===== src/rtl/core_issue_window_pkg.sv =====
// Shared decode helpers and types for the TOY core issue window.
// Instruction layout: op[15:12], rd[11:8], rs[7:4], rt[3:0].
package core_pkg;

    typedef enum logic [3:0] {
        OP_HALT = 4'h0,
        OP_ADD  = 4'h1,
        OP_SUB  = 4'h2,
        OP_AND  = 4'h3,
        OP_OR   = 4'h4,
        OP_XOR  = 4'h5,
        OP_SLT  = 4'h6,
        OP_LI   = 4'h7,
        OP_LD   = 4'h8,
        OP_ST   = 4'h9,
        OP_LDX  = 4'ha,
        OP_STX  = 4'hb,
        OP_BEQZ = 4'hc,
        OP_BNEZ = 4'hd,
        OP_JR   = 4'he,
        OP_JAL  = 4'hf
    } op_e;

    typedef enum logic [1:0] {
        RUN       = 2'd0,
        WAIT_CTRL = 2'd1,
        HALTED    = 2'd2
    } state_e;

    typedef struct packed {
        logic [7:0]  pc;
        logic [15:0] instr;
    } entry_t;

    localparam int NREGS = 16;

    function automatic logic reads_rs(input op_e op);
        return op inside {OP_ADD, OP_SUB, OP_AND, OP_OR, OP_XOR, OP_SLT};
    endfunction

    function automatic logic reads_rt(input op_e op);
        return op inside {OP_ADD, OP_SUB, OP_AND, OP_OR, OP_XOR, OP_SLT, OP_LDX, OP_STX};
    endfunction

    function automatic logic reads_rd(input op_e op);
        return op inside {OP_ST, OP_STX, OP_BEQZ, OP_BNEZ, OP_JR};
    endfunction

    function automatic logic writes_rd(input op_e op);
        return op inside {OP_ADD, OP_SUB, OP_AND, OP_OR, OP_XOR, OP_SLT,
                          OP_LI, OP_LD, OP_LDX, OP_JAL};
    endfunction

    function automatic logic is_mem(input op_e op);
        return op inside {OP_LD, OP_ST, OP_LDX, OP_STX};
    endfunction

    function automatic logic is_ctrl(input op_e op);
        return op inside {OP_BEQZ, OP_BNEZ, OP_JR, OP_JAL};
    endfunction

endpackage


===== src/rtl/core_issue_window_if.sv =====
// Fetch-side and issue-side lanes of the issue window, lane 0 is the oldest.
interface core_issue_window_if #(
    parameter int ISSUE_W = 2
);
    logic [ISSUE_W-1:0]       in_valid_i;
    logic [ISSUE_W-1:0][15:0] in_instr_i;
    logic [ISSUE_W-1:0][7:0]  in_pc_i;
    logic                     in_ready_o;
    logic [ISSUE_W-1:0]       iss_valid_o;
    logic [ISSUE_W-1:0][15:0] iss_instr_o;
    logic [ISSUE_W-1:0][7:0]  iss_pc_o;

    modport slave (
        input  in_valid_i, in_instr_i, in_pc_i,
        output in_ready_o, iss_valid_o, iss_instr_o, iss_pc_o
    );

    modport master (
        output in_valid_i, in_instr_i, in_pc_i,
        input  in_ready_o, iss_valid_o, iss_instr_o, iss_pc_o
    );
endinterface


===== src/rtl/core_issue_window_queue.sv =====
// Circular instruction FIFO: ISSUE_W push lanes, 0..ISSUE_W pop per edge, flush.
// Pointers carry one extra bit so full and empty are distinguishable.
module core_issue_queue
    import core_pkg::*;
#(
    parameter  int DEPTH   = 8,
    parameter  int ISSUE_W = 2,
    localparam int AW      = $clog2(DEPTH),
    localparam int PW      = AW + 1,
    localparam int CW      = $clog2(ISSUE_W + 1)
) (
    input  logic                       clk_i,
    input  logic                       rst_i,
    input  logic                       flush,
    input  logic [CW-1:0]              push_cnt,
    input  entry_t [ISSUE_W-1:0]       push_data,
    input  logic [CW-1:0]              pop_cnt,
    output entry_t [ISSUE_W-1:0]       head,
    output logic [PW-1:0]              count
);

    logic [PW-1:0] wr_ptr;
    logic [PW-1:0] rd_ptr;
    entry_t        mem [DEPTH];

    always_ff @(posedge clk_i) begin
        if (rst_i || flush) begin
            wr_ptr <= '0;
            rd_ptr <= '0;
        end else begin
            wr_ptr <= wr_ptr + PW'(push_cnt);
            rd_ptr <= rd_ptr + PW'(pop_cnt);
        end
    end

    // Storage is data only; validity comes entirely from the pointers.
    always_ff @(posedge clk_i) begin
        for (int i = 0; i < ISSUE_W; i++) begin
            if (!flush && (CW'(i) < push_cnt))
                mem[wr_ptr[AW-1:0] + AW'(i)] <= push_data[i];
        end
    end

    always_comb begin
        for (int i = 0; i < ISSUE_W; i++)
            head[i] = mem[rd_ptr[AW-1:0] + AW'(i)];
    end

    assign count = wr_ptr - rd_ptr;

endmodule


===== src/rtl/core_issue_window.sv =====
// In-order multi-issue front end: queue, dirty-register scoreboard, LSU slot
// tracking and control-flow serialisation FSM.
module core_issue_window
    import core_pkg::*;
#(
    parameter int DEPTH   = 8,
    parameter int ISSUE_W = 2,
    parameter int WB_W    = 2
) (
    input  logic                     clk_i,
    input  logic                     rst_i,
    core_issue_window_if.slave       io,
    input  logic [WB_W-1:0]          wb_en_i,
    input  logic [WB_W-1:0][3:0]     wb_addr_i,
    input  logic                     lsu_done_i,
    input  logic                     ctrl_done_i,
    input  logic                     ctrl_taken_i,
    output logic                     halted_o,
    output logic [NREGS-1:0]         dirty_o
);

    localparam int PW = $clog2(DEPTH) + 1;
    localparam int CW = $clog2(ISSUE_W + 1);

    state_e               state_q, state_d;
    logic [NREGS-1:0]     dirty_q, dirty_d, clr_mask, set_mask, use_mask;
    logic                 lsu_busy_q;
    logic                 flush;
    entry_t [ISSUE_W-1:0] head, push_data;
    logic [PW-1:0]        count;
    logic [CW-1:0]        push_cnt, pop_cnt;
    logic [ISSUE_W-1:0]   iss_ok;
    logic                 go, stall, grp_mem, grp_stop;
    logic                 issue_ctrl, issue_halt, issue_mem;
    logic                 ready;
    op_e                  op;
    logic [3:0]           rd, rs, rt;

    core_issue_queue #(.DEPTH(DEPTH), .ISSUE_W(ISSUE_W)) u_queue (
        .clk_i     (clk_i),
        .rst_i     (rst_i),
        .flush     (flush),
        .push_cnt  (push_cnt),
        .push_data (push_data),
        .pop_cnt   (pop_cnt),
        .head      (head),
        .count     (count)
    );

    assign ready = (state_q != HALTED) && ((PW'(DEPTH) - count) >= PW'(ISSUE_W));

    always_comb begin
        push_cnt = '0;
        for (int i = 0; i < ISSUE_W; i++) begin
            push_data[i] = '{pc: io.in_pc_i[i], instr: io.in_instr_i[i]};
            if (io.in_valid_i[i] && ready && !flush && !rst_i)
                push_cnt = push_cnt + CW'(1);
        end
    end

    // Age-ordered scan: the first stalled slot ends the group.
    always_comb begin
        iss_ok     = '0;
        pop_cnt    = '0;
        set_mask   = '0;
        grp_mem    = 1'b0;
        grp_stop   = 1'b0;
        issue_ctrl = 1'b0;
        issue_halt = 1'b0;
        issue_mem  = 1'b0;
        use_mask   = '0;
        stall      = 1'b0;
        op         = OP_HALT;
        rd         = '0;
        rs         = '0;
        rt         = '0;
        go         = (state_q == RUN);
        for (int k = 0; k < ISSUE_W; k++) begin
            op       = op_e'(head[k].instr[15:12]);
            rd       = head[k].instr[11:8];
            rs       = head[k].instr[7:4];
            rt       = head[k].instr[3:0];
            use_mask = '0;
            if (reads_rs(op))                 use_mask[rs] = 1'b1;
            if (reads_rt(op))                 use_mask[rt] = 1'b1;
            if (reads_rd(op) || writes_rd(op)) use_mask[rd] = 1'b1;
            use_mask[0] = 1'b0;
            stall = |(use_mask & (dirty_q | set_mask));
            if (is_mem(op) && (lsu_busy_q || grp_mem))
                stall = 1'b1;
            if (op == OP_HALT && (k != 0 || dirty_q != '0 || lsu_busy_q))
                stall = 1'b1;
            go = go && (count > PW'(k)) && !stall && !grp_stop;
            if (go) begin
                iss_ok[k] = 1'b1;
                pop_cnt   = pop_cnt + CW'(1);
                if (writes_rd(op) && rd != 4'd0)
                    set_mask[rd] = 1'b1;
                if (is_mem(op)) begin
                    grp_mem   = 1'b1;
                    issue_mem = 1'b1;
                end
                if (is_ctrl(op) || op == OP_HALT)
                    grp_stop = 1'b1;
                if (is_ctrl(op))
                    issue_ctrl = 1'b1;
                if (op == OP_HALT)
                    issue_halt = 1'b1;
            end
        end
    end

    always_comb begin
        state_d = state_q;
        flush   = 1'b0;
        case (state_q)
            RUN: begin
                if (issue_halt)      state_d = HALTED;
                else if (issue_ctrl) state_d = WAIT_CTRL;
            end
            WAIT_CTRL: begin
                if (ctrl_done_i) begin
                    state_d = RUN;
                    flush   = ctrl_taken_i;
                end
            end
            HALTED:  state_d = HALTED;
            default: state_d = RUN;
        endcase
    end

    always_ff @(posedge clk_i) begin
        if (rst_i) state_q <= RUN;
        else       state_q <= state_d;
    end

    // A set from this edge's issue overrides a writeback clear of the same register.
    always_comb begin
        clr_mask = '0;
        for (int w = 0; w < WB_W; w++)
            if (wb_en_i[w]) clr_mask[wb_addr_i[w]] = 1'b1;
        dirty_d    = (dirty_q & ~clr_mask) | set_mask;
        dirty_d[0] = 1'b0;
    end

    always_ff @(posedge clk_i) begin
        if (rst_i) begin
            dirty_q    <= '0;
            lsu_busy_q <= 1'b0;
        end else begin
            dirty_q <= dirty_d;
            if (issue_mem)       lsu_busy_q <= 1'b1;
            else if (lsu_done_i) lsu_busy_q <= 1'b0;
        end
    end

    always_comb begin
        io.in_ready_o  = ready && !rst_i;
        io.iss_valid_o = rst_i ? '0 : iss_ok;
        for (int k = 0; k < ISSUE_W; k++) begin
            io.iss_instr_o[k] = head[k].instr;
            io.iss_pc_o[k]    = head[k].pc;
        end
    end

    assign halted_o = (state_q == HALTED) && !rst_i;
    assign dirty_o  = rst_i ? '0 : dirty_q;

endmodule


===== src/flat_wrapper.sv =====
// flat-port wrapper written by rule: the top's interface ports become plain ports
module core_issue_window_flat import core_pkg::*;
#(
    parameter int DEPTH   = 8,
    parameter int ISSUE_W = 2,
    parameter int WB_W    = 2
)
  (clk_i, rst_i, wb_en_i, wb_addr_i, lsu_done_i, ctrl_done_i, ctrl_taken_i, halted_o, dirty_o, io_in_valid_i, io_in_instr_i, io_in_pc_i, io_in_ready_o, io_iss_valid_o, io_iss_instr_o, io_iss_pc_o);
  core_issue_window_if #(.ISSUE_W(ISSUE_W)) io_i ();
  input  logic clk_i;
  input  logic rst_i;
  input  logic [WB_W-1:0] wb_en_i;
  input  logic [WB_W-1:0][3:0] wb_addr_i;
  input  logic lsu_done_i;
  input  logic ctrl_done_i;
  input  logic ctrl_taken_i;
  output logic halted_o;
  output logic [NREGS-1:0] dirty_o;
  input wire logic [$bits(io_i.in_valid_i)-1:0] io_in_valid_i;
  input wire logic [$bits(io_i.in_instr_i)-1:0] io_in_instr_i;
  input wire logic [$bits(io_i.in_pc_i)-1:0] io_in_pc_i;
  output wire logic [$bits(io_i.in_ready_o)-1:0] io_in_ready_o;
  output wire logic [$bits(io_i.iss_valid_o)-1:0] io_iss_valid_o;
  output wire logic [$bits(io_i.iss_instr_o)-1:0] io_iss_instr_o;
  output wire logic [$bits(io_i.iss_pc_o)-1:0] io_iss_pc_o;
  assign io_i.in_valid_i = io_in_valid_i;
  assign io_i.in_instr_i = io_in_instr_i;
  assign io_i.in_pc_i = io_in_pc_i;
  assign io_in_ready_o = io_i.in_ready_o;
  assign io_iss_valid_o = io_i.iss_valid_o;
  assign io_iss_instr_o = io_i.iss_instr_o;
  assign io_iss_pc_o = io_i.iss_pc_o;
  core_issue_window #(.DEPTH(DEPTH), .ISSUE_W(ISSUE_W), .WB_W(WB_W)) u_core (.clk_i(clk_i), .rst_i(rst_i), .io(io_i), .wb_en_i(wb_en_i), .wb_addr_i(wb_addr_i), .lsu_done_i(lsu_done_i), .ctrl_done_i(ctrl_done_i), .ctrl_taken_i(ctrl_taken_i), .halted_o(halted_o), .dirty_o(dirty_o));
endmodule

===== config.mk =====
export PLATFORM = sky130hd
export DESIGN_NAME = core_issue_window_flat
export DESIGN_NICKNAME = d
export VERILOG_FILES = /design/src/rtl/core_issue_window_pkg.sv /design/src/rtl/core_issue_window_if.sv /design/src/rtl/core_issue_window_queue.sv /design/src/rtl/core_issue_window.sv /design/src/flat_wrapper.sv
export SDC_FILE = /design/constraint.sdc
export NUM_CORES = 1
export LEC_CHECK = 0
export ABC_AREA = 1
export CAP_MARGIN = 20
export CORE_MARGIN = 3
export CORE_UTILIZATION = 50
export DETAILED_ROUTE_END_ITERATION = 6
export PLACE_DENSITY = 0.74
export SYNTH_ARGS = -nofsm -noshare
export SYNTH_HDL_FRONTEND = slang
export SYNTH_SLANG_ARGS = --single-unit

===== constraint.sdc =====
create_clock -name clk_i -period 5.5 [get_ports clk_i]
set_input_delay 1.1 -clock clk_i [delete_from_list [all_inputs] [get_ports clk_i]]
set_output_delay 1.1 -clock clk_i [all_outputs]
set_load 0.01 [all_outputs]

# [Yosys cells after proc, flatten, opt, wreduce, memory -nomap -nowiden]
# Memories as Yosys holds them, arrays and structs flattened. A register that Yosys moved wholly into a read port is not among the register bits.
# Index checks and enable logic that the tools add are counted.
[word_totals] ram_bits=192 latchBits=0 word_cells=212 romBits=0 mem_count=1 reg_bits=27 input_bits=65
[op_classes] div_mod_pow=0 order_cmp=21 muxes=67 shift=0 reduce_logical=62 add_sub_neg=8 eq_ne=35 n_mul=0 bitwise=12
[mem_list] memory="u_core.u_queue.mem" words=8 word_bits=24 read_ports=2 rd_ports_with_merged_regs=1 wr=2 line_no="core_issue_window_queue.sv:24" source="entry_t mem [DEPTH];"
[ops] cell="$mux 16" count=13
[ops] cell="$or 16x16->16" count=8
[ops] cell="$eq 4x4->1 const B" count=16
[ops] cell="$and 16x16->16" count=3
[ops] cell="$lt 4x5->1 const B" count=8
[ops] cell="$mux 1" count=38
[ops] cell="$demux 1 s4" count=8
[ops] cell="$eq 4x3->1 const B" count=8
[ops] cell="$ge 4x1->1 const B" count=8
[ops] cell="$reduce_or 16->1" count=2
[ops] cell="$logic_and 1x1->1" count=29
[ops] cell="$reduce_bool 4->1" count=6
[ops] cell="$reduce_bool 10->1" count=2
[ops] cell="$eq 4x2->1 const B" count=4
[ops] cell="$not 16->16" count=1
[ops] cell="$reduce_bool 16->1" count=1
[ops] cell="$reduce_bool 8->1" count=2
[ops] cell="$mux 2" count=6
[ops] cell="$reduce_bool 6->1" count=2
[ops] cell="$reduce_bool 5->1" count=2
[ops] cell="$add 4x2->4" count=2
[ops] cell="$eq 4x1->1 const B" count=2
[ops] cell="$gt 4x1->1 const B" count=2
[ops] cell="$logic_not 4->1" count=2
[ops] cell="18 further kinds" count=30

# [Logic depth before layout (Yosys ltp)]
[depth] depth_word=28 mapped_depth=35

# [Modules after synthesis]
# From an unflattened synthesis, not the netlist that was laid out.
[hier_totals] cells_unflattened=2723 area_unflattened_um2=17123.9
[modules_own_cells] module="core_issue_queue" cells_each=2084 n_inst=1 area_per_inst_um2=14015.9
[modules_own_cells] module="core_issue_window" cells_each=639 n_inst=1 area_per_inst_um2=3108.0

# [Least setup slack after synthesis]
# No wires, ideal clock.
[synth_timing] kind="register to register" startpoint="register u_core.u_queue.rd_ptr[1]" endpoint="memory u_core.u_queue.mem[0][0] (netlist bit) (enable)" t_required_ns=5.062 t_arrival_ns=4.675 stages_incl_launch_ff=19 synth_period_minus_slack_ns=5.113 setup_time_ns=0.438 setup_slack_ns=0.387 path_cell_list="dfxtp_1 > buf_4 > inv_4 > buf_4 > buf_4 > clkbuf_1 > fa_1 > xnor2_1 > nand3_1 > xor2_1 > nor2_1 > nand3b_1 > nand2_1 > inv_1 > nand3_1 > ha_1 > nor2_1 > nand3_1 > o21ai_0"
[synth_lines] element="from (decl)" line_no="core_issue_window_queue.sv:23" source="logic [PW-1:0] rd_ptr;"
[synth_lines] element="from (signal assigned)" line_no="core_issue_window_queue.sv:32" source="rd_ptr <= rd_ptr + PW'(pop_cnt);"
[synth_lines] element="to (decl)" line_no="core_issue_window_queue.sv:24"

# [Worst setup path after layout]
[layout_timing] startpoint="register u_core.u_queue.rd_ptr[0]" endpoint="output port io_iss_valid_o[1]"
[layout_via] elab_chain_len=20 word_cells_on_any_way=66 cone_classes="add/sub (2); order compare (8); eq/ne (15); mux (16); bitwise (4); reduce/logical (20); memory (1)"
[layout_lines] element="$add 3x1->3" line_no="core_issue_window_queue.sv:46" source="head[i] = mem[rd_ptr[AW-1:0] + AW'(i)];"
[layout_lines] element="$mem_v2 8x24"
[layout_lines] element="$lt 4x5->1 (implied by the code) or $ge 4x1->1 (tied branches)" line_no="core_issue_window.sv:84" source="if (reads_rs(op)) use_mask[rs] = 1'b1;"
[layout_lines] element="$logic_and 1x1->1 (implied by the code)" line_no="core_issue_window.sv:84"
[layout_lines] element="$mux 1 (implied by the code)" line_no="core_issue_window.sv:84"
[layout_lines] element="$demux 1 s4"
[layout_lines] element="$mux 16" line_no="core_issue_window.sv:84"
[layout_lines] element="$or 16x16->16 (no line)"
[layout_lines] element="(+4 left out)"
[layout_lines] element="$reduce_or 16->1" line_no="core_issue_window.sv:88" source="stall = |(use_mask & (dirty_q | set_mask));"
[layout_lines] element="$mux 1" line_no="core_issue_window.sv:89" source="if (is_mem(op) && (lsu_busy_q || grp_mem))"
[layout_lines] element="$mux 1" line_no="core_issue_window.sv:91" source="if (op == OP_HALT && (k != 0 || dirty_q != '0 || lsu_busy_q))"
[layout_lines] element="$logic_not 1->1" line_no="core_issue_window.sv:93" source="go = go && (count > PW'(k)) && !stall && !grp_stop;"
[layout_lines] element="$logic_and 1x1->1" line_no="core_issue_window.sv:93"
[layout_lines] element="$logic_and 1x1->1 (*)" line_no="core_issue_window.sv:93"
[layout_lines] element="$mux 1 (*)" line_no="core_issue_window.sv:94" source="if (go) begin"
[layout_lines] element="$mux 2 (*)" line_no="core_issue_window.sv:159" source="io.iss_valid_o = rst_i ? '0 : iss_ok;"
[layout_lines] element="to (decl)" line_no="flat_wrapper.sv:23" source="output wire logic [$bits(io_i.iss_valid_o)-1:0] io_iss_valid_o;"
# Mark *: on every way between the ends. The rest lies on a longest branch, timed or not.

==> results by group <==
Detailed routing
  • Antenna-violating nets left: 0
  • Detail-routed net length per standard cell: 19.5 um
  • Pre-antenna DRT Iters: 6
  • Final WL: 53500 um
  • Via/cell ratio: 5.84
  • DRC: 0
  • 1st-iter DRT viols: 1858
  • Via Count: 16035

Die
  • Starting Density: 51.1%
  • Cell row count: 64
  • Top-Level Pins: 133
  • Die area: 33700 um2
  • DIE HEIGHT: 183 um
  • Die X: 183 um
  • Core region area: 30800 um2

Placed design
  • Post-DP HPWL: 36600 um
  • PortBufs: 131
  • Routability cong.: 0.999

Synth
  • Syn avg cell area: 7.03 um2
  • Yosys cell types: 53
  • Top_reg_cell synth: edfxtp_1
  • Post-Syn Area: 15700 um2
  • Number of flops mapped to enable cells by yosys: 192
  • Synth Warn #: 0
  • Yosys reg bits: 218
  • Post-Synthesis Cells: 2240
  • Seq/Total Area, Yosys: 39.9%
  • Synth async-reset ratio: 0%
  • Largest area contributor in the netlist: edfxtp_1
  • Post-synth top area share: 36.6%
  • Syn_nets: 2323
  • Ranking of synthesized cells by area: edfxtp_1 (37%), nand2_1 (14%), o21ai_0 (12%)

Power
  • Sequential share of power: 19.8%
  • Power Density: 620 nW/um2
  • Cell Int Power: 0.00577 W
  • Clock power share: 14.0%
  • Switching share of power: 49.9%
  • Sw Pwr: 0.00575 W
  • P_leak: 8.11 nW
  • Combinational power share: 66.2%
  • Total power: 0.0115 W
  • Peak VDD IR: 327 uV

Clock tree
  • Clock buffer depth: 3
  • CTS tree: done
  • CTS Hold Bufs: 0
  • Clk_lat worst skew: 0.55 ns
  • CTS buffer count: 25
  • CTS Root Cell: clkbuf_16
  • Clk sinks: 218
  • H-tree Lvls: 1
  • CTS clk-pin slew, worst paths: 0.06 ns

Cells and area
  • Share of cells above drive strength 1: 8.89%
  • Area growth syn-to-layout: 18.0%
  • Antenna Cells: 0
  • Final core utilization: 60.3%
  • Fill cell count: 2754
  • Multi-input logic area: 7910 um2
  • FF/Latch Area: 6290 um2
  • NumNets Final: 2418

Timing
  • # setup viols final: 0
  • Worst Skew: 0.0220 ns
  • RSZ-0062 raised after global routing: false
  • Max-slew headroom: 36.1%
  • Setup TNS: 0 ns
  • Max Clk Rate: 190 MHz
  • Slew Viols, Final: 0
  • Final hold violation count: 0
  • Crit share post-route: 95.7%
  • Fin crit period: 5.26 ns
  • Worst-margin pin slew: 0.958 ns

Global route
  • Largest net degree at the start of global routing: 71
  • First-pass GRT wire length: 81600 um
  • GRT Total Usage: 30.6%
  • Initial antenna violation count: 0
  • Vias in the first global route: 14954
  • GRT overflow: 0

Status
  • Status: complete, no violations

Min path
  • Min-delay worst type: reg2reg
  • Hold Path Cell Cnt: 3
  • Hold path start: u_core.u_queue.wr_ptr[3]$_SDFF_PP0_
  • Hold EP: u_core.u_queue.wr_ptr[3]$_SDFF_PP0_

Worst setup path
  • Kind of critical path: reg2out
  • Reg-to-Reg End: u_core.u_queue.rd_ptr[2]$_SDFF_PP0_
  • Worst EP required: 4.40 ns
  • Data arrival time of the critical path: 4.16 ns
  • R2R setup slack: 0.79 ns
  • Crit end category: output pin
  • Worst r2r path cells: 23
  • CP Launch Type: flop
  • RR Startpoint: u_core.u_queue.rd_ptr[0]$_SDFF_PP0_
  • CP Max Fanout: 23

Flow run
  • Max-Cap Viols: 0
## synthesized netlist by cell type (4+ instances only)
master / instances
nor3_1: 15
buf_4: 13
nand4_1: 29
a21oi_1: 100
clkbuf_2: 24
xnor2_1: 6
ha_1: 15
inv_1: 231
nand2_2: 15
buf_1: 6
o211ai_1: 35
o221ai_1: 6
o21ai_2: 6
clkbuf_1: 65
clkinv_1: 4
dfxtp_1: 26
o21ai_0: 377
a221oi_1: 6
nand3_1: 79
edfxtp_1: 192
buf_6: 10
nor2_1: 237
nand2_1: 585
o21ai_1: 46
xor2_1: 4
a31oi_1: 17
o211ai_2: 4
nor2_2: 14
buf_2: 32
## worst max-delay path by stage
stage	from	to	slack, ns	depth (start not counted)
after floorplan	u_core.u_queue.rd_ptr[1]$_SDFF_PP0_	u_core.u_queue.mem[0][0]$_DFFE_PP_	0.39	18
after global placement	u_core.u_queue.rd_ptr[0]$_SDFF_PP0_	io_iss_valid_o[1]	0.20	18
after detailed placement	u_core.u_queue.rd_ptr[0]$_SDFF_PP0_	io_iss_valid_o[1]	0.14	25
after CTS	u_core.u_queue.rd_ptr[0]$_SDFF_PP0_	io_iss_valid_o[1]	0.007	27
after global routing	u_core.u_queue.rd_ptr[0]$_SDFF_PP0_	io_iss_valid_o[1]	0.05	21
final	u_core.u_queue.rd_ptr[0]$_SDFF_PP0_	io_iss_valid_o[1]	0.24	19
## layout by cell type (no fill, tap or decap), types with 4 or more instances in the layout
master,count
o21ai_0,367
clkinv_1,7
edfxtp_1,192
dfxtp_1,23
xor2_1,4
nor2_4,6
nand2_2,17
nand2_1,583
clkdlybuf4s50_1,130
inv_1,230
nor2_2,11
a31oi_1,17
o21ai_1,43
a221oi_1,6
ha_1,14
xnor2_1,6
clkbuf_16,26
nor2_1,236
nand3_1,75
o211ai_1,35
o221ai_1,5
o21ai_2,19
clkbuf_1,7
buf_12,10
a21oi_1,100
nand3_2,8
nor3_1,13
o211ai_2,4
nand4_1,29
buf_4,69
## layer usage
layer | up-vias | global-route usage [%] | routed length (um)
li1 | 7653 | - | -
met1 | 7397 | 40.7 | 21500
met2 | 838 | 50.9 | 24900
met3 | 147 | 4.39 | 5160
met4 | 0 | 11.6 | 1890
met5 | - | 0 | 0
## stage by stage
step / setup slack (ns) / hold slack [ns] / instances / area (um2)
finish: 0.236 / 0.550 / 2747 / 18600
global route: 0.0489 / 0.583 / 2747 / 18600
CTS: 0.00723 / 0.549 / 2734 / 18300
detailed placement: 0.141 / 0.539 / 2688 / 17400
global placement: 0.202 / 0.534 / 2688 / 17400
floorplan: 0.387 / 0.514 / 2240 / 15700
## logic make-up after synthesis
kind of cell / share of synthesized area (%)
other cells: 0.0238
fa+ha+maj: 1.57
buf+inv: 10.8
flops: 39.9
simple gates: 26.1
xor+xnor: 0.659
compound gates: 20.9
## power groups by stage
stage / Clock (W) / Sequential (W) / Combinational, W
after global placement: 0 / 0.00230 / 0.00704
after CTS: 0.00162 / 0.00228 / 0.00725
final: 0.00161 / 0.00228 / 0.00762
after global routing: 0.00170 / 0.00230 / 0.00829
after floorplan: 0 / 0.00224 / 0.00454
after detailed placement: 0 / 0.00231 / 0.00709
## sequential cells by signal, summed over array words and instances (netlist names)
register and cells:
u_core.state_q 2, u_core.u_queue.rd_ptr 4, u_core.u_queue.wr_ptr 4, u_core.u_queue.mem 192, u_core.dirty_q 15, u_core.lsu_busy_q 1
## repair_timing
| action | CTS | global route |
|---|---|---|
| setup endpoints to repair | 1 | 1 |
| gates resized for setup | 16 | 20 |
| setup buffers | 2 | 10 |
| pin swaps | 2 | 2 |
| gates cloned | 1 | 3 |
## cell type report
type,count,area share [%]
clock inverters,11,0.633
well taps,396,2.67
repair buffers,218,11.7
clock buffers,32,3.51
multi-input cells,1630,42.6
repair inverters,1,0.0606
inverters,241,5.08
flip-flops and latches,218,33.8
## worst max-delay path: stages, from the launching register on
cell            delay [ns]
dfxtp_4               0.39
clkbuf_2              0.20
ha_4                  0.21
xnor2_2               0.19
clkinvlp_4            0.30
buf_4                 0.33
o21ai_1               0.48
buf_4                 0.21
inv_1                 0.06
nor3_1                0.23
nand2_1               0.12
o211ai_1              0.20
nand2_1               0.09
nand2_1               0.07
nor2_1                0.05
nand2_1               0.06
nor2_2                0.04
nand2_1               0.10
nor2_1                0.05
dlymetal6s2s_1        0.20
Note: power is estimated with default switching activity, not from simulation.
